### src/rtl/pipeline_hazard_ctrl_pkg.sv
// Shared definitions for the pipeline hazard controller: FSM encoding,
// pipeline stage indices and the default mul/div watchdog limit.
package hazard_ctrl_pkg;

    typedef enum logic [1:0] {
        RUN      = 2'd0,
        MD_WAIT  = 2'd1,
        MEM_WAIT = 2'd2
    } hz_state_e;

    // Stage indices used to address the per-stage stall/flush vectors.
    localparam int unsigned STG_IF  = 0;
    localparam int unsigned STG_ID  = 1;
    localparam int unsigned STG_EX  = 2;
    localparam int unsigned STG_MEM = 3;
    localparam int unsigned STG_WB  = 4;

    localparam int MD_MAX_CYC_DEF = 64;

    // Holding a stage means every earlier stage must hold too, so build
    // the stall mask from IF up to and including the given stage.
    function automatic logic [4:0] stall_upto(input int unsigned stg);
        logic [4:0] mask;
        mask = 5'b00000;
        for (int unsigned i = 0; i < 5; i++) begin
            if (i <= stg) begin
                mask[i] = 1'b1;
            end else begin
                mask[i] = 1'b0;
            end
        end
        return mask;
    endfunction

endpackage

### src/rtl/pipeline_hazard_ctrl_if.sv
// Hazard controller bus: hazard sources from the pipeline, stall/flush
// enables and mul/div control back to it, plus the perf counter outputs.
interface pipeline_hazard_ctrl_if #(
    parameter int CNT_W = 32
);
    logic [4:0]       id_rs1;
    logic [4:0]       id_rs2;
    logic             id_use_rs1;
    logic             id_use_rs2;
    logic [4:0]       ex_rd;
    logic             ex_mem_read;
    logic             ex_is_md;
    logic             md_start;
    logic             md_abort;
    logic             md_done;
    logic             mem_req;
    logic             mem_ready;
    logic             ex_redirect;
    logic             trap_req;
    logic             trap_ack;
    logic             stall_if;
    logic             stall_id;
    logic             stall_ex;
    logic             stall_mem;
    logic             flush_id;
    logic             flush_ex;
    logic             flush_mem;
    logic             flush_wb;
    logic [CNT_W-1:0] perf_ld_bubbles;
    logic [CNT_W-1:0] perf_mem_wait;
    logic [CNT_W-1:0] perf_md_cyc;
    logic [CNT_W-1:0] perf_redirects;

    // Pipeline side: reports hazards, obeys stall/flush.
    modport master (
        output id_rs1, id_rs2, id_use_rs1, id_use_rs2, ex_rd, ex_mem_read,
               ex_is_md, md_done, mem_req, mem_ready, ex_redirect, trap_req,
        input  md_start, md_abort, trap_ack, stall_if, stall_id, stall_ex,
               stall_mem, flush_id, flush_ex, flush_mem, flush_wb,
               perf_ld_bubbles, perf_mem_wait, perf_md_cyc, perf_redirects
    );

    // Controller side.
    modport slave (
        input  id_rs1, id_rs2, id_use_rs1, id_use_rs2, ex_rd, ex_mem_read,
               ex_is_md, md_done, mem_req, mem_ready, ex_redirect, trap_req,
        output md_start, md_abort, trap_ack, stall_if, stall_id, stall_ex,
               stall_mem, flush_id, flush_ex, flush_mem, flush_wb,
               perf_ld_bubbles, perf_mem_wait, perf_md_cyc, perf_redirects
    );
endinterface

### src/rtl/pipeline_hazard_ctrl_perf_counters.sv
// Saturating hazard performance counters (load-use bubbles, memory wait
// cycles, mul/div wait cycles, honoured redirects). Only built when
// HAZARD_PERF_EN is defined.
`ifdef HAZARD_PERF_EN
module hazard_perf_counters #(
    parameter int CNT_W = 32
) (
    input  logic             clk,
    input  logic             rst_n,
    input  logic             i_ld_bubble,
    input  logic             i_mem_wait,
    input  logic             i_md_cyc,
    input  logic             i_redirect,
    output logic [CNT_W-1:0] o_ld_bubbles,
    output logic [CNT_W-1:0] o_mem_wait,
    output logic [CNT_W-1:0] o_md_cyc,
    output logic [CNT_W-1:0] o_redirects
);
    logic [3:0]       w_inc;
    logic [CNT_W-1:0] r_cnt [4];

    assign w_inc = {i_redirect, i_md_cyc, i_mem_wait, i_ld_bubble};

    // Count each event, sticking at all-ones instead of wrapping.
    always_ff @(posedge clk or negedge rst_n) begin
        if (!rst_n) begin
            for (int i = 0; i < 4; i++) begin
                r_cnt[i] <= {CNT_W{1'b0}};
            end
        end else begin
            for (int i = 0; i < 4; i++) begin
                if (w_inc[i] && (r_cnt[i] != {CNT_W{1'b1}})) begin
                    r_cnt[i] <= r_cnt[i] + {{(CNT_W-1){1'b0}}, 1'b1};
                end else begin
                    r_cnt[i] <= r_cnt[i];
                end
            end
        end
    end

    assign o_ld_bubbles = r_cnt[0];
    assign o_mem_wait   = r_cnt[1];
    assign o_md_cyc     = r_cnt[2];
    assign o_redirects  = r_cnt[3];
endmodule
`endif

### src/rtl/pipeline_hazard_ctrl.sv
// Stall/flush sequencer for the 5-stage RV32 pipeline. Resolves, in
// priority order, memory wait > trap > mul/div > redirect > load-use.
// Optional perf counters are enabled with the HAZARD_PERF_EN macro.
module pipeline_hazard_ctrl
    import hazard_ctrl_pkg::*;
#(
    parameter int CNT_W      = 32,
    parameter int MD_MAX_CYC = MD_MAX_CYC_DEF
) (
    input logic                   clk,
    input logic                   rst_n,
    pipeline_hazard_ctrl_if.slave hz
);
    localparam int WD_W = (MD_MAX_CYC > 1) ? $clog2(MD_MAX_CYC) : 1;

    hz_state_e       r_state;
    hz_state_e       w_state_nxt;
    logic [WD_W-1:0] r_wd;
    logic [4:0]      w_stall;
    logic [4:0]      w_flush;
    logic            w_md_start;
    logic            w_md_abort;
    logic            w_trap_ack;
    logic            w_ld_bubble;
    logic            w_redir_take;
    logic            w_md_hold;
    logic            w_mem_wait;
    logic            w_load_use;
    logic            w_wd_expire;

    assign w_mem_wait  = hz.mem_req & ~hz.mem_ready;
    assign w_load_use  = hz.ex_mem_read & (hz.ex_rd != 5'd0) &
                         ((hz.id_use_rs1 & (hz.id_rs1 == hz.ex_rd)) |
                          (hz.id_use_rs2 & (hz.id_rs2 == hz.ex_rd)));
    assign w_wd_expire = (r_wd == WD_W'(MD_MAX_CYC - 1));

    // Priority resolution of hazards into stall/flush enables and next state.
    always_comb begin
        w_state_nxt  = r_state;
        w_stall      = 5'b00000;
        w_flush      = 5'b00000;
        w_md_start   = 1'b0;
        w_md_abort   = 1'b0;
        w_trap_ack   = 1'b0;
        w_ld_bubble  = 1'b0;
        w_redir_take = 1'b0;
        w_md_hold    = 1'b0;
        if (!rst_n) begin
            // Outputs forced quiet while reset is asserted.
            w_state_nxt = RUN;
        end else if (w_mem_wait) begin
            w_stall          = stall_upto(STG_MEM);
            w_flush[STG_WB]  = 1'b1;
            // A mul/div in flight keeps waiting; otherwise track the memory wait.
            if (r_state == MD_WAIT) begin
                w_state_nxt = MD_WAIT;
            end else begin
                w_state_nxt = MEM_WAIT;
            end
        end else if (hz.trap_req) begin
            w_flush[STG_ID]  = 1'b1;
            w_flush[STG_EX]  = 1'b1;
            w_flush[STG_MEM] = 1'b1;
            w_trap_ack       = 1'b1;
            w_md_abort       = (r_state == MD_WAIT);
            w_state_nxt      = RUN;
        end else begin
            w_state_nxt = RUN;
            if (r_state == MD_WAIT) begin
                if (hz.md_done) begin
                    w_md_hold = 1'b0;
                end else if (w_wd_expire) begin
                    w_md_abort = 1'b1;
                end else begin
                    w_md_hold   = 1'b1;
                    w_state_nxt = MD_WAIT;
                end
            end else if (hz.ex_is_md) begin
                // Start cycle already holds the mul/div in ID/EX.
                w_md_start  = 1'b1;
                w_md_hold   = 1'b1;
                w_state_nxt = MD_WAIT;
            end else begin
                w_md_hold = 1'b0;
            end

            if (w_md_hold) begin
                w_stall          = stall_upto(STG_EX);
                w_flush[STG_MEM] = 1'b1;
            end else if (hz.ex_redirect) begin
                // The ID instruction is wrong-path, so any load-use on it is moot.
                w_flush[STG_ID] = 1'b1;
                w_flush[STG_EX] = 1'b1;
                w_redir_take    = 1'b1;
            end else if (w_load_use) begin
                w_stall         = stall_upto(STG_ID);
                w_flush[STG_EX] = 1'b1;
                w_ld_bubble     = 1'b1;
            end else begin
                w_ld_bubble = 1'b0;
            end
        end
    end

    // FSM state register.
    always_ff @(posedge clk or negedge rst_n) begin
        if (!rst_n) begin
            r_state <= RUN;
        end else begin
            r_state <= w_state_nxt;
        end
    end

    // Mul/div watchdog: counts MD_WAIT cycles, frozen while memory stalls.
    always_ff @(posedge clk or negedge rst_n) begin
        if (!rst_n) begin
            r_wd <= {WD_W{1'b0}};
        end else if (w_state_nxt != MD_WAIT) begin
            r_wd <= {WD_W{1'b0}};
        end else if ((r_state == MD_WAIT) && !w_mem_wait) begin
            r_wd <= r_wd + {{(WD_W-1){1'b0}}, 1'b1};
        end else begin
            r_wd <= r_wd;
        end
    end

    assign hz.stall_if  = w_stall[STG_IF];
    assign hz.stall_id  = w_stall[STG_ID];
    assign hz.stall_ex  = w_stall[STG_EX];
    assign hz.stall_mem = w_stall[STG_MEM];
    assign hz.flush_id  = w_flush[STG_ID];
    assign hz.flush_ex  = w_flush[STG_EX];
    assign hz.flush_mem = w_flush[STG_MEM];
    assign hz.flush_wb  = w_flush[STG_WB];
    assign hz.md_start  = w_md_start;
    assign hz.md_abort  = w_md_abort;
    assign hz.trap_ack  = w_trap_ack;

`ifdef HAZARD_PERF_EN
    hazard_perf_counters #(
        .CNT_W (CNT_W)
    ) u_perf (
        .clk          (clk),
        .rst_n        (rst_n),
        .i_ld_bubble  (w_ld_bubble),
        .i_mem_wait   (w_stall[STG_MEM]),
        .i_md_cyc     (r_state == MD_WAIT),
        .i_redirect   (w_redir_take),
        .o_ld_bubbles (hz.perf_ld_bubbles),
        .o_mem_wait   (hz.perf_mem_wait),
        .o_md_cyc     (hz.perf_md_cyc),
        .o_redirects  (hz.perf_redirects)
    );
`else
    logic w_unused_perf;
    assign w_unused_perf      = w_ld_bubble ^ w_redir_take;
    assign hz.perf_ld_bubbles = {CNT_W{1'b0}};
    assign hz.perf_mem_wait   = {CNT_W{1'b0}};
    assign hz.perf_md_cyc     = {CNT_W{1'b0}};
    assign hz.perf_redirects  = {CNT_W{1'b0}};
`endif

endmodule

### src/flat_wrapper.sv
// flat-port wrapper written by rule: the top's interface ports become plain ports
module pipeline_hazard_ctrl_flat import hazard_ctrl_pkg::*;
#(
    parameter int CNT_W      = 32,
    parameter int MD_MAX_CYC = MD_MAX_CYC_DEF
)
  (clk, rst_n, hz_id_rs1, hz_id_rs2, hz_id_use_rs1, hz_id_use_rs2, hz_ex_rd, hz_ex_mem_read, hz_ex_is_md, hz_md_done, hz_mem_req, hz_mem_ready, hz_ex_redirect, hz_trap_req, hz_md_start, hz_md_abort, hz_trap_ack, hz_stall_if, hz_stall_id, hz_stall_ex, hz_stall_mem, hz_flush_id, hz_flush_ex, hz_flush_mem, hz_flush_wb, hz_perf_ld_bubbles, hz_perf_mem_wait, hz_perf_md_cyc, hz_perf_redirects);
  pipeline_hazard_ctrl_if #(.CNT_W(CNT_W)) hz_i ();
  input logic clk;
  input logic rst_n;
  input wire logic [$bits(hz_i.id_rs1)-1:0] hz_id_rs1;
  input wire logic [$bits(hz_i.id_rs2)-1:0] hz_id_rs2;
  input wire logic [$bits(hz_i.id_use_rs1)-1:0] hz_id_use_rs1;
  input wire logic [$bits(hz_i.id_use_rs2)-1:0] hz_id_use_rs2;
  input wire logic [$bits(hz_i.ex_rd)-1:0] hz_ex_rd;
  input wire logic [$bits(hz_i.ex_mem_read)-1:0] hz_ex_mem_read;
  input wire logic [$bits(hz_i.ex_is_md)-1:0] hz_ex_is_md;
  input wire logic [$bits(hz_i.md_done)-1:0] hz_md_done;
  input wire logic [$bits(hz_i.mem_req)-1:0] hz_mem_req;
  input wire logic [$bits(hz_i.mem_ready)-1:0] hz_mem_ready;
  input wire logic [$bits(hz_i.ex_redirect)-1:0] hz_ex_redirect;
  input wire logic [$bits(hz_i.trap_req)-1:0] hz_trap_req;
  output wire logic [$bits(hz_i.md_start)-1:0] hz_md_start;
  output wire logic [$bits(hz_i.md_abort)-1:0] hz_md_abort;
  output wire logic [$bits(hz_i.trap_ack)-1:0] hz_trap_ack;
  output wire logic [$bits(hz_i.stall_if)-1:0] hz_stall_if;
  output wire logic [$bits(hz_i.stall_id)-1:0] hz_stall_id;
  output wire logic [$bits(hz_i.stall_ex)-1:0] hz_stall_ex;
  output wire logic [$bits(hz_i.stall_mem)-1:0] hz_stall_mem;
  output wire logic [$bits(hz_i.flush_id)-1:0] hz_flush_id;
  output wire logic [$bits(hz_i.flush_ex)-1:0] hz_flush_ex;
  output wire logic [$bits(hz_i.flush_mem)-1:0] hz_flush_mem;
  output wire logic [$bits(hz_i.flush_wb)-1:0] hz_flush_wb;
  output wire logic [$bits(hz_i.perf_ld_bubbles)-1:0] hz_perf_ld_bubbles;
  output wire logic [$bits(hz_i.perf_mem_wait)-1:0] hz_perf_mem_wait;
  output wire logic [$bits(hz_i.perf_md_cyc)-1:0] hz_perf_md_cyc;
  output wire logic [$bits(hz_i.perf_redirects)-1:0] hz_perf_redirects;
  assign hz_i.id_rs1 = hz_id_rs1;
  assign hz_i.id_rs2 = hz_id_rs2;
  assign hz_i.id_use_rs1 = hz_id_use_rs1;
  assign hz_i.id_use_rs2 = hz_id_use_rs2;
  assign hz_i.ex_rd = hz_ex_rd;
  assign hz_i.ex_mem_read = hz_ex_mem_read;
  assign hz_i.ex_is_md = hz_ex_is_md;
  assign hz_i.md_done = hz_md_done;
  assign hz_i.mem_req = hz_mem_req;
  assign hz_i.mem_ready = hz_mem_ready;
  assign hz_i.ex_redirect = hz_ex_redirect;
  assign hz_i.trap_req = hz_trap_req;
  assign hz_md_start = hz_i.md_start;
  assign hz_md_abort = hz_i.md_abort;
  assign hz_trap_ack = hz_i.trap_ack;
  assign hz_stall_if = hz_i.stall_if;
  assign hz_stall_id = hz_i.stall_id;
  assign hz_stall_ex = hz_i.stall_ex;
  assign hz_stall_mem = hz_i.stall_mem;
  assign hz_flush_id = hz_i.flush_id;
  assign hz_flush_ex = hz_i.flush_ex;
  assign hz_flush_mem = hz_i.flush_mem;
  assign hz_flush_wb = hz_i.flush_wb;
  assign hz_perf_ld_bubbles = hz_i.perf_ld_bubbles;
  assign hz_perf_mem_wait = hz_i.perf_mem_wait;
  assign hz_perf_md_cyc = hz_i.perf_md_cyc;
  assign hz_perf_redirects = hz_i.perf_redirects;
  pipeline_hazard_ctrl #(.CNT_W(CNT_W), .MD_MAX_CYC(MD_MAX_CYC)) u_core (.clk(clk), .rst_n(rst_n), .hz(hz_i));
endmodule
### config.mk
export PLATFORM = sky130hd
export DESIGN_NAME = pipeline_hazard_ctrl_flat
export DESIGN_NICKNAME = d
export VERILOG_FILES = /design/src/rtl/pipeline_hazard_ctrl_pkg.sv /design/src/rtl/pipeline_hazard_ctrl_if.sv /design/src/rtl/pipeline_hazard_ctrl_perf_counters.sv /design/src/rtl/pipeline_hazard_ctrl.sv /design/src/flat_wrapper.sv
export SDC_FILE = /design/constraint.sdc
export NUM_CORES = 1
export LEC_CHECK = 0
export ABC_AREA = 1
export BUFFER_PORTS_ARGS = -buffer_cell sky130_fd_sc_hd__buf_2
export CELL_PAD_IN_SITES_DETAIL_PLACEMENT = 0
export CELL_PAD_IN_SITES_GLOBAL_PLACEMENT = 2
export CORE_ASPECT_RATIO = 1.25
export CORE_MARGIN = 5
export CORE_UTILIZATION = 15
export DETAILED_ROUTE_END_ITERATION = 6
export PLACE_DENSITY_LB_ADDON = 0.15
export SLEW_MARGIN = 20
export SYNTH_ARGS = -nofsm -noshare
export SYNTH_HDL_FRONTEND = slang
export SYNTH_SLANG_ARGS = --single-unit
export TNS_END_PERCENT = 50
### constraint.sdc
create_clock -name clk -period 1.4 [get_ports clk]
set_clock_uncertainty 0.05 [all_clocks]
set_input_delay 0.28 -clock clk [delete_from_list [all_inputs] [get_ports clk]]
set_output_delay 0.28 -clock clk [all_outputs]
set_load 0.01 [all_outputs]
After elaboration in Yosys (flattened, before gate mapping) --
Index checks and enable logic that the tools add are counted.
Word-level totals: flip-flop bits (word level) 8, bits of input ports 26, output and inout bits 139
Cells by class: $add $sub $neg 1, equality and inequality tests 5, multiplexer cells 45, bitwise logic cells 7, reduce and logical (&&, ||, !) cells 4
Operator list (count):
- 1-bit two-way mux | 27
- 4-bit two-way mux | 5
- 2-bit two-way mux | 9
- 6-bit two-way mux | 2
- 5-bit == test | 2
- 6-bit by 1-bit adder with 6-bit output, second input constant | 1
- 6-bit == test, second input constant | 1
- 3-bit two-way mux | 2
- 1-bit bitwise AND | 5
- 5-bit nonzero test | 1
- 2-bit by 1-bit == test with 1-bit output, second input constant | 1
- 2-bit by 1-bit inequality test with 1-bit output, second input constant | 1
- 2-bit nonzero test | 1
- 1-bit logical AND | 1
- 1-bit zero test | 1
- 1-bit NOT | 1
- 1-bit bitwise OR | 1

Longest topological paths before layout --
Gate-level depths: netlist (run 1).
word-level depth 11, gate-level depth with buffers 11

Worst setup path before layout (run 1) --
OpenSTA, ideal clock, no wires.
path kind reg-to-output, start point register u_core.r_wd[0], end point output port hz_stall_if, data arrival time 1.304 ns, data required time 1.070 ns, slack -0.234 ns, cell stages (with the launch flop) 12, buffers on the path 1, path through dfrtp_1 -> ha_1 -> nand2_1 -> nor2_2 -> nand3_2 -> nand2_2 -> nand3_1 -> nand2_1 -> nor2_1 -> nand2_1 -> nand2_1 -> buf_4
On the way: word-level cells in the longest chain between the ends 11
RTL lines:
- start, declared | RTL line pipeline_hazard_ctrl.sv:18 | logic [WD_W-1:0] r_wd;
- start signal, assigned | RTL line pipeline_hazard_ctrl.sv:117 | r_wd <= {WD_W{1'b0}};
- start signal, assigned | RTL line pipeline_hazard_ctrl.sv:119 | r_wd <= {WD_W{1'b0}};
- start signal, assigned | RTL line pipeline_hazard_ctrl.sv:121 | r_wd <= r_wd + {{(WD_W-1){1'b0}}, 1'b1};
- 6-bit == test | RTL line pipeline_hazard_ctrl.sv:35 | assign w_wd_expire = (r_wd == WD_W'(MD_MAX_CYC - 1));
- 1-bit two-way mux | RTL line pipeline_hazard_ctrl.sv:72 | end else if (w_wd_expire) begin
- 1-bit two-way mux | RTL line pipeline_hazard_ctrl.sv:70 | if (hz.md_done) begin
- 1-bit two-way mux | RTL line pipeline_hazard_ctrl.sv:69 | if (r_state == MD_WAIT) begin
- 1-bit two-way mux | RTL line pipeline_hazard_ctrl.sv:60 | end else if (hz.trap_req) begin
- 1-bit two-way mux | RTL line pipeline_hazard_ctrl.sv:51 | end else if (w_mem_wait) begin
- 1-bit two-way mux | RTL line pipeline_hazard_ctrl.sv:48 | if (!rst_n) begin
- 4-bit two-way mux | RTL line pipeline_hazard_ctrl.sv:87 | if (w_md_hold) begin
- 4-bit two-way mux | RTL line pipeline_hazard_ctrl.sv:60
- 4-bit two-way mux | RTL line pipeline_hazard_ctrl.sv:51
- 4-bit two-way mux | RTL line pipeline_hazard_ctrl.sv:48
- end, declared | RTL line flat_wrapper.sv:26 | output wire logic [$bits(hz_i.stall_if)-1:0] hz_stall_if;
No other way between the ends. The select of a mux whose other input is x is not followed.

Worst setup path in the final report (run 1) --
start point register u_core.r_wd[1], end point output port hz_stall_id
On the way: word-level cells in the longest chain between the ends 11
RTL lines:
- 6-bit == test | RTL line pipeline_hazard_ctrl.sv:35
- 1-bit two-way mux | RTL line pipeline_hazard_ctrl.sv:72
- 1-bit two-way mux | RTL line pipeline_hazard_ctrl.sv:70
- 1-bit two-way mux | RTL line pipeline_hazard_ctrl.sv:69
- 1-bit two-way mux | RTL line pipeline_hazard_ctrl.sv:60
- 1-bit two-way mux | RTL line pipeline_hazard_ctrl.sv:51
- 1-bit two-way mux | RTL line pipeline_hazard_ctrl.sv:48
- 4-bit two-way mux | RTL line pipeline_hazard_ctrl.sv:87
- 4-bit two-way mux | RTL line pipeline_hazard_ctrl.sv:60
- 4-bit two-way mux | RTL line pipeline_hazard_ctrl.sv:51
- 4-bit two-way mux | RTL line pipeline_hazard_ctrl.sv:48
- end, declared | RTL line flat_wrapper.sv:27 | output wire logic [$bits(hz_i.stall_id)-1:0] hz_stall_id;
No other way between the ends. The select of a mux whose other input is x is not followed.

==> run_results.csv, run 1 <==
group,metric,value,unit
logic_synthesis,post_synth_most_frequent_cells,"buf_4, nand2_1, inv_1",
logic_synthesis,synth-seq-cells,8,
grt,track_usage,5.13,%
route,dr_wl_met2,2050,um
cells_and_area,finish.utilization,16.6,%
critical_path,criticalPathCategory,"flop to primary output",
route,viasPerCell,2.58,
clocking,cts-htree-levels,1,
logic_synthesis,synth_async_sr_flop_share,100,%
grt,grt_pass1_vias,1183,
flow_run,drv_cap,0,
cells_and_area,n_fill_cell,1367,
floorplanning,die_y,132,um
cells_and_area,num_antenna_cells,0,
floorplanning,dieWidth,107,um
critical_path,r2r_cells,11,
timing,fin_tns_setup,-3960,ps
logic_synthesis,synth.distinct_cells,22,
logic_synthesis,yosysSeqAreaShare,11.3,%
place,globalplace.congestion,0.660,
power_and_ir_drop,peakVddDrop,0.259,mV
min_path,min_from,"hz_mem_ready",
power_and_ir_drop,p_per_area,600,nW/um^2
route,drcViolationCount,0,
logic_synthesis,ys_top_cells_by_area,"buf_4, dfrtp_1, nand2_1, inv_1, nor2_1",
min_path,hold_path_depth,6,
power_and_ir_drop,p_leak,1.15,nW
route,met3_length,570,um
logic_synthesis,syn_avg_cell_area,6.77,um^2
logic_synthesis,ys.flop_type,"dfrtp_1",
route,drt-met1-wl,1360,um
critical_path,worst_ep_required_time,1070,ps
timing,finalCritPeriodShare,135,%
timing,fin_crit,1900,ps
route,avgRoutedWirePerCell,8.42,um
clocking,numCtsBuffers,3,
grt,grt_pass1_wl,5950,um
min_path,worstHoldPathType,"input pin to flop",
clocking,cts.sinks,8,
timing,rsz0062_at_grt,"true",
timing,finalSetupViolCount,15,
logic_synthesis,ys_warn_count,0,
critical_path,critPathLaunchType,"flop",
timing,max_freq,0.527,GHz
floorplanning,core-area,11600,um^2
clocking,cts_buffer_depth,2,
place,dpl.hpwl,3710,um
route,drt.antenna.violating_nets,0,
clocking,cts_tree,"yes",
place,dp_slack,-337,ps
floorplanning,pin_count,165,
timing,hold_viol,0,
place,placed_cell_area,1760,um^2
place,io_buffers,36,
critical_path,arrival,1570,ps
clocking,insertion_delay,230,ps
critical_path,cp-end-kind,"primary output",
floorplanning,dieArea,14200,um^2
logic_synthesis,synth_edf_count,0,
cells_and_area,drive_gt1_share,26.6,%
logic_synthesis,yosysTopAreaCellShare,54.9,%
status,violations,"negative setup slack",
route,drt_iter0_markers,19,
critical_path,crit_start,"u_core.r_wd[1]",
route,drtPass1Iterations,4,
logic_synthesis,synth_area,1780,um^2
route,num_vias,1219,
clocking,clockRootBuffer,"clkbuf_16",
critical_path,ff2ff_setup_slack,-90,ps
route,topRoutingLayerUsed,"met3",
grt,antenna_found_initial,0,
floorplanning,initial_utilization,15.3,%
timing,setup_ws,-497,ps
timing,drv_slew,0,
route,postRouteWirelength,3980,um
cells_and_area,final_nets,341,
logic_synthesis,synth.most_common_cell,"buf_4",
floorplanning,rows,44,
logic_synthesis,syn_inst,263,
clocking,clkTransAtPathRegs,40,ps
grt,grt_start_max_net_pins,9,
status,outcome,"complete, but fails checks",
grt,grt-ovfl-total,0,
cells_and_area,area_growth_syn_to_layout,8.16,%
critical_path,rr_startpoint,"u_core.r_wd[1]",
cells_and_area,design_area,1920,um^2
logic_synthesis,synth_top_cell_by_area,"buf_4",
critical_path,path_max_fanout,2,
## cells in the final DEF (no fill, tap or decap), types with 2 or more instances in the layout
cell type | Yosys | final
buf_6 | 0 | 4
buf_2 | 0 | 31
buf_4 | 130 | 12
conb_1 | 1 | 128
inv_2 | 5 | 5
nand3_2 | 2 | 3
nand2_4 | 2 | 2
nand3_1 | 5 | 4
clkbuf_16 | 0 | 3
nor2_1 | 15 | 13
xor2_1 | 4 | 4
nand2_1 | 43 | 39
nand2_2 | 2 | 5
dfrtp_1 | 8 | 8
nor2_2 | 7 | 8
inv_1 | 25 | 24
nor2_4 | 4 | 5
o21ai_0 | 3 | 2
## path summary, 6_finish.rpt
kind	to
worst min register to register	u_core.r_wd[5]
max in group asynchronous	u_core.r_wd[1]
worst min-delay path	u_core.r_state[1]
worst max-delay path	hz_stall_id
min in group asynchronous	u_core.r_wd[2]
worst max register to register	u_core.r_wd[4]
## flip-flops by register name (all words and copies together), names as in the netlist
| register | flops |
|---|---|
| u_core.r_state | 2 |
| u_core.r_wd | 6 |
## layer usage
layer  vias up  track usage, %
met2        75            9.67
met4         0           0.842
li1        623               -
met5         -               0
met1       521            5.30
met3         0            2.16
## repair_timing
action / in CTS / in global routing
endpoints found under the setup margin: 17 / 17
endpoints found under the hold margin: 8 / 0
resized for setup: 17 / 2
pin swaps: 7 / 3
hold buffers: 1 / 0
buffers inserted: 1 / 0
## through the flow
step | instances | hold slack, ps | power [mW]
6_report | 473 | 444 | 1.15
2_1_floorplan | 390 | -65.6 | 0.782
3_3_place_gp | 468 | 180 | 0.640
4_1_cts | 473 | 448 | 1.16
5_1_grt | 473 | 497 | 1.23
3_5_place_dp | 468 | 180 | 0.635
## cell type report
| class | instances | area (um^2) | share of cell area, % |
|---|---|---|---|
| inverters | 30 | 115 | 5.98 |
| well taps | 161 | 201 | 10.5 |
| multi-input cells | 222 | 1010 | 52.6 |
| clock buffers | 3 | 75.1 | 3.90 |
| repair buffers | 49 | 320 | 16.6 |
| flip-flops and latches | 8 | 200 | 10.4 |
## worst max-delay path, cell delays in order (launching register included)
cell and delay (ps):
dfrtp_1 350, ha_2 190, nand2_2 60, nor2_4 90, nand3_2 80, nand2_2 100, nand3_2 70, nand2_2 90
nor2_2 40, nand2_1 70, nand2_2 70, buf_6 120
## power by group
part           switching (mW)  leakage, nW  internal (mW)  total, mW
Sequential            0.00235        0.111          0.237      0.239
Clock                   0.114       0.0370          0.369      0.482
Combinational           0.314         1.00          0.119      0.433
Total                   0.430         1.15          0.724       1.15
## cells by family after synthesis
family | after synthesis | share of synthesized area (%)
buffers and inverters | 160 | 61.2
and+or+nand+nor | 84 | 23.1
DFF | 8 | 11.3
xor gates and xnor gates | 5 | 2.46
AOI/OAI and AO/OA | 4 | 1.12
adders and majority gates | 1 | 0.703
other | 1 | 0.211
No activity file was read; power rests on OpenSTA's default activity.
==> inputs of run 2 (changes only) <==
==> constraint.sdc (replaced) <==
create_clock -name clk -period 1.4 [get_ports clk]
set_clock_uncertainty 0.05 [all_clocks]
set_input_delay 0.28 -clock clk [delete_from_list [all_inputs] [get_ports clk]]
set_output_delay 0.28 -clock clk [all_outputs]
set_load 0.1 [all_outputs]
==> run 2 against run 1 <==
- the run still ends with negative setup slack left
- clock power up 3%
- routed wire length is 2.7% higher
- sequential power is essentially flat
- register-to-register slack lost 250 ps
- core utilization rose by 2.7 points
- critical path type unchanged
- combinational power rose to 4.6 times the previous value
- total power grew 140%
- first-iteration DRC count is 53% lower
- sequential share of layout area down 1.4 points
- design area increased by 16%
- via count rose by 3.1%
==> run_results.csv, run 2 (synthesis gave the netlist of run 1 again) <==
group,metric,value,unit
status,outcome,"complete, but fails checks",
status,violations,"negative setup slack",
cells_and_area,drive_gt1_share,31.5,%
timing,hold_viol,0,
clocking,cts.sinks,8,
critical_path,path_max_fanout,2,
cells_and_area,design_area,2240,um^2
place,dp_slack,-437,ps
cells_and_area,largest-register,"u_core.r_wd",
critical_path,ff2ff_setup_slack,-340,ps
route,avgRoutedWirePerCell,8.48,um
cells_and_area,finish.utilization,19.2,%
critical_path,max_stage_delay,360,ps
critical_path,arrival,1680,ps
clocking,numCtsBuffers,3,
route,drcViolationCount,0,
power_and_ir_drop,p_leak,1.25,nW
timing,fin_crit,2010,ps
grt,grt_start_max_net_pins,9,
clocking,cts_buffer_depth,2,
timing,drv_slew,0,
timing,max_freq,0.499,GHz
route,drtPass1Iterations,4,
power_and_ir_drop,peakVddDrop,0.374,mV
place,globalplace.congestion,0.715,
cells_and_area,area_growth_syn_to_layout,25.7,%
cells_and_area,multiInputGateArea,1090,um^2
critical_path,r2r-end,"u_core.r_state[0]",
critical_path,criticalPathCategory,"flop to primary output",
grt,track_usage,5.45,%
critical_path,crit_slowest_cell,"dfrtp_1",
critical_path,cp_common_cell,"nand2_2",
critical_path,crit_start,"u_core.r_wd[1]",
critical_path,path_cells,"ha_2 > nand2_2 > nor2_4 > nand3_2 > nand2_2 > nand3_2 > nand2_2 > nand2_2 > o21ai_4 > buf_12",
critical_path,critPathLaunchType,"flop",
clocking,cts_tree,"yes",
clocking,cts-htree-levels,1,
timing,fin_tns_setup,-6560,ps
cells_and_area,n_fill_cell,1327,
clocking,clockRootBuffer,"clkbuf_16",
min_path,worstHoldPathType,"input pin to flop",
floorplanning,die_y,132,um
cells_and_area,final_nets,350,
route,drt_iter0_markers,9,
cells_and_area,largest_register_ffs,6,
floorplanning,initial_utilization,15.3,%
grt,grt_pass1_vias,1263,
grt,grt_pass1_wl,6420,um
route,num_vias,1257,
timing,rsz0062_at_grt,"true",
floorplanning,dieArea,14200,um^2
route,drt.antenna.violating_nets,0,
place,dpl.hpwl,3750,um
clocking,clkTransAtPathRegs,40,ps
route,postRouteWirelength,4090,um
power_and_ir_drop,p_per_area,1230,nW/um^2
cells_and_area,final_cell_mix,"conb_1, nand2_1, buf_2",
floorplanning,dieWidth,107,um
floorplanning,rows,44,
cells_and_area,regArea,200,um^2
clocking,insertion_delay,240,ps
cells_and_area,top_regs,"u_core.r_wd x6, u_core.r_state x2",
floorplanning,core-area,11600,um^2
route,viasPerCell,2.61,
cells_and_area,num_antenna_cells,0,
flow_run,drv_cap,0,
critical_path,worst_ep_required_time,1070,ps
grt,grt-ovfl-total,0,
place,placed_cell_area,2050,um^2
grt,antenna_found_initial,0,
timing,finalSetupViolCount,15,
timing,finalCritPeriodShare,143,%
critical_path,r2r_cells,13,
critical_path,endpoint,"hz_flush_ex",
place,io_buffers,36,
critical_path,rr_startpoint,"u_core.r_wd[1]",
floorplanning,pin_count,165,
timing,setup_ws,-606,ps
critical_path,cp-end-kind,"primary output",
cells_and_area,mostFrequentLayoutCell,"conb_1",
run 2: changes by cell type in the layout (fill, tap and decap cells not counted), moves of 2 or more:
cell,change
buf_12,+10
buf_2,-8
buf_4,+6
nand2_1,-4
inv_1,-2
nand2_2,+2
nor2_2,-2
nor2_4,+2
run 2: power by group:
part | total, mW | leakage [nW] | switching, mW | internal [mW]
sequential | 0.239 | 0.111 | 0.00211 | 0.236
combinational | 2.01 | 1.10 | 1.81 | 0.198
clock | 0.497 | 0.0370 | 0.127 | 0.370
run 2: worst min-delay path by stage:
stage,slack (ps),start,cells after the start,end
after floorplan,-70,rst_n,0,u_core.r_state[0]
after global placement,190,rst_n,2,u_core.r_state[0]
after detailed placement,180,rst_n,2,u_core.r_state[0]
after CTS,450,hz_mem_ready,6,u_core.r_state[1]
after global routing,440,hz_mem_ready,6,u_core.r_state[1]
final,400,hz_mem_ready,6,u_core.r_state[1]
run 2: through the flow:
stage / total power, mW / instances / hold WS (ps)
after floorplan: 2.29 / 390 / -65.6
after global placement: 2.21 / 477 / 186
after detailed placement: 2.20 / 477 / 176
after CTS: 2.74 / 481 / 447
after global routing: 2.83 / 482 / 435
final: 2.74 / 482 / 398
run 2: per-layer routing:
layer,part of all wire (%),wire (um),vias to the layer above,global-route usage [%]
met4,0.76,31,0,1.26
li1,-,-,641,-
met5,0,0,-,0
met1,35,1430,539,5.75
met3,12,488,3,2.11
met2,52,2140,74,10.1
run 2: worst max-delay path: cells and delay by family, from the launching register on:
family	cells	cell delay, ps
adders and majority gates	1	190
DFF	1	360
AOI/OAI and AO/OA	1	100
buffers and inverters	1	190
and+or+nand+nor	7	610
run 2: cell type report:
class / instances / share of cell area [%]
well taps: 161 / 9.01
clock buffers: 3 / 3.36
repair buffers: 58 / 24.0
multi-input cells: 222 / 48.9
flip-flops and latches: 8 / 8.95
inverters: 30 / 5.76
run 2: timing repair:
action,4_1_cts,5_1_grt
hold buffers,1,0
setup endpoints to repair,18,18
hold endpoints to repair,8,0
setup buffers,0,1
pin swaps,6,8
gates resized for setup,16,9
==> inputs of run 3 (changes only) <==
==> constraint.sdc (replaced) <==
create_clock -name clk -period 1.75 [get_ports clk]
set_clock_uncertainty 0.05 [all_clocks]
set_input_delay 0.35 -clock clk [delete_from_list [all_inputs] [get_ports clk]]
set_output_delay 0.35 -clock clk [all_outputs]
set_load 0.1 [all_outputs]
==> run 3 against run 2 <==
- the run still ends with negative setup slack left
- final cell count fell by 0.83%
- global-route usage is essentially flat
- sequential power is 20% lower
- worst setup slack improved by 290 ps
- routed wire length hardly changed
- worst hold slack worse by 400 ps
- highest routed layer is now met3
- critical path depth up 1
- die area unchanged
- non-clock buffer count down 4
- sequential share of layout area increased by 0.28 points
==> run_results.csv, run 3 (synthesis gave the netlist of run 1 again) <==
group,metric,value,unit
clocking,cts_tree,"yes",
clocking,numCtsBuffers,3,
critical_path,cp_top_family,"simple AND/OR/NAND/NOR gates",
critical_path,critPathLaunchType,"flop",
cells_and_area,largest_register_ffs,6,
critical_path,path_depth,11,
power_and_ir_drop,peakVddDrop,0.317,mV
clocking,cts_buffer_depth,2,
floorplanning,initial_utilization,15.3,%
grt,antenna_found_initial,0,
critical_path,crit_buf_inv,1,
floorplanning,core-area,11600,um^2
cells_and_area,design_area,2170,um^2
status,outcome,"complete, but fails checks",
timing,drv_slew,0,
timing,rsz0062_at_grt,"true",
timing,fin_crit,2070,ps
floorplanning,dieWidth,107,um
route,viasPerCell,2.57,
cells_and_area,num_antenna_cells,0,
flow_run,drv_cap,0,
floorplanning,dieArea,14200,um^2
clocking,cts-htree-levels,1,
critical_path,cp-end-kind,"primary output",
cells_and_area,final_cell_mix,"conb_1, nand2_1, buf_2",
timing,finalSetupViolCount,8,
route,drt.antenna.violating_nets,0,
route,drtPass1Iterations,3,
cells_and_area,area_growth_syn_to_layout,21.8,%
critical_path,r2r_cells,12,
critical_path,arrival,1670,ps
floorplanning,pin_count,165,
place,dpl.hpwl,3780,um
critical_path,worst_ep_required_time,1350,ps
timing,setup_ws,-316,ps
place,dp.cells,473,
grt,track_usage,5.41,%
critical_path,criticalPathCategory,"flop to primary output",
min_path,worstHoldPathType,"input pin to asynchronous set/reset pin",
cells_and_area,instances_no_fill,478,
critical_path,path_cells,"ha_2 > nand2_2 > nor2_4 > nand3_2 > nand2_4 > nand3_2 > nand2_4 > nor2_2 > nand2_2 > nand2_8 > buf_12",
cells_and_area,mostFrequentLayoutCell,"conb_1",
grt,grt_pass1_vias,1256,
clocking,clkTransAtPathRegs,40,ps
place,placed_cell_area,2010,um^2
power_and_ir_drop,power,2.17,mW
timing,hold_viol,0,
power_and_ir_drop,p_per_area,1000,nW/um^2
critical_path,max_stage_delay,350,ps
clocking,cts-hold-fix-buffers,0,
clocking,clockRootBuffer,"clkbuf_16",
cells_and_area,final_nets,346,
clocking,cts.sinks,8,
floorplanning,die_y,132,um
route,drt_iter0_markers,14,
grt,grt_pass1_wl,6270,um
route,drcViolationCount,0,
route,num_vias,1229,
cells_and_area,drive_gt1_share,30.3,%
place,io_buffers,36,
critical_path,crit_slowest_cell,"dfrtp_1",
cells_and_area,top_regs,"u_core.r_wd x6, u_core.r_state x2",
status,violations,"negative setup slack",
timing,fin_tns_setup,-1970,ps
route,avgRoutedWirePerCell,8.55,um
critical_path,path_max_fanout,2,
timing,finalCritPeriodShare,118,%
grt,grt-ovfl-total,0,
power_and_ir_drop,p_leak,1.22,nW
timing,max_freq,0.484,GHz
cells_and_area,largest-register,"u_core.r_wd",
route,postRouteWirelength,4090,um
floorplanning,rows,44,
grt,grt_start_max_net_pins,11,
place,globalplace.congestion,0.658,
clocking,insertion_delay,230,ps
[run 3: cell types whose count changed in the layout (fill, tap and decap cells not counted), sizes merged]
cell / previous run / this run
inv: 29 / 30
clkinvlp: 1 / 0
dlygate4sd3: 1 / 0
buf: 57 / 54
[run 3: where the power goes]
group	total (mW)	switching, mW	internal (mW)
Clock	0.390	0.0943	0.295
Combinational	1.59	1.44	0.147
Sequential	0.191	0.00186	0.189
[run 3: path summary, 6_finish.rpt]
path | to | startpoint | slack, ps
max in group asynchronous | u_core.r_wd[0] | rst_n | 1500
worst min-delay path | u_core.r_state[1] | rst_n | 2
worst max-delay path | hz_stall_if | u_core.r_wd[0] | -320
worst min register to register | u_core.r_wd[5] | u_core.r_wd[5] | 540
min in group clk | u_core.r_state[1] | hz_mem_ready | 520
worst max register to register | u_core.r_wd[2] | u_core.r_wd[0] | 120
[run 3: area by class of cell]
cell class	instances	area, um^2
Timing Repair Buffer	54	484
Sequential cell	8	200
Inverter	30	123
Multi-Input combinational cell	222	1080
Tap cell	161	201
Fill cell	1337	9450
Clock buffer	3	75.1
[run 3: routing by layer]
layer  routed length (um)  track usage (%)  share of wire [%]
met5                    0                0                  0
met4                    0            0.842                  0
met3                  544             2.50                 13
met2                 2230             10.2                 55
met1                 1310             5.45                 32
[run 3: stage by stage]
| step | setup slack (ps) | hold slack [ps] | util, % |
|---|---|---|---|
| global placement | -237 | 252 | 17.3 |
| finish | -316 | 1.90 | 18.7 |
| detailed placement | -209 | 246 | 17.3 |
| floorplan | -358 | 4.41 | - |
| global route | -418 | 15.4 | 18.7 |
| CTS | -374 | 2.82 | 18.3 |
[run 3: repair_timing]
| action | CTS | global route |
|---|---|---|
| endpoints found under the setup margin | 8 | 15 |
| gates resized for setup | 13 | 5 |
| setup buffers | 0 | 2 |
| pin swaps | 5 | 3 |
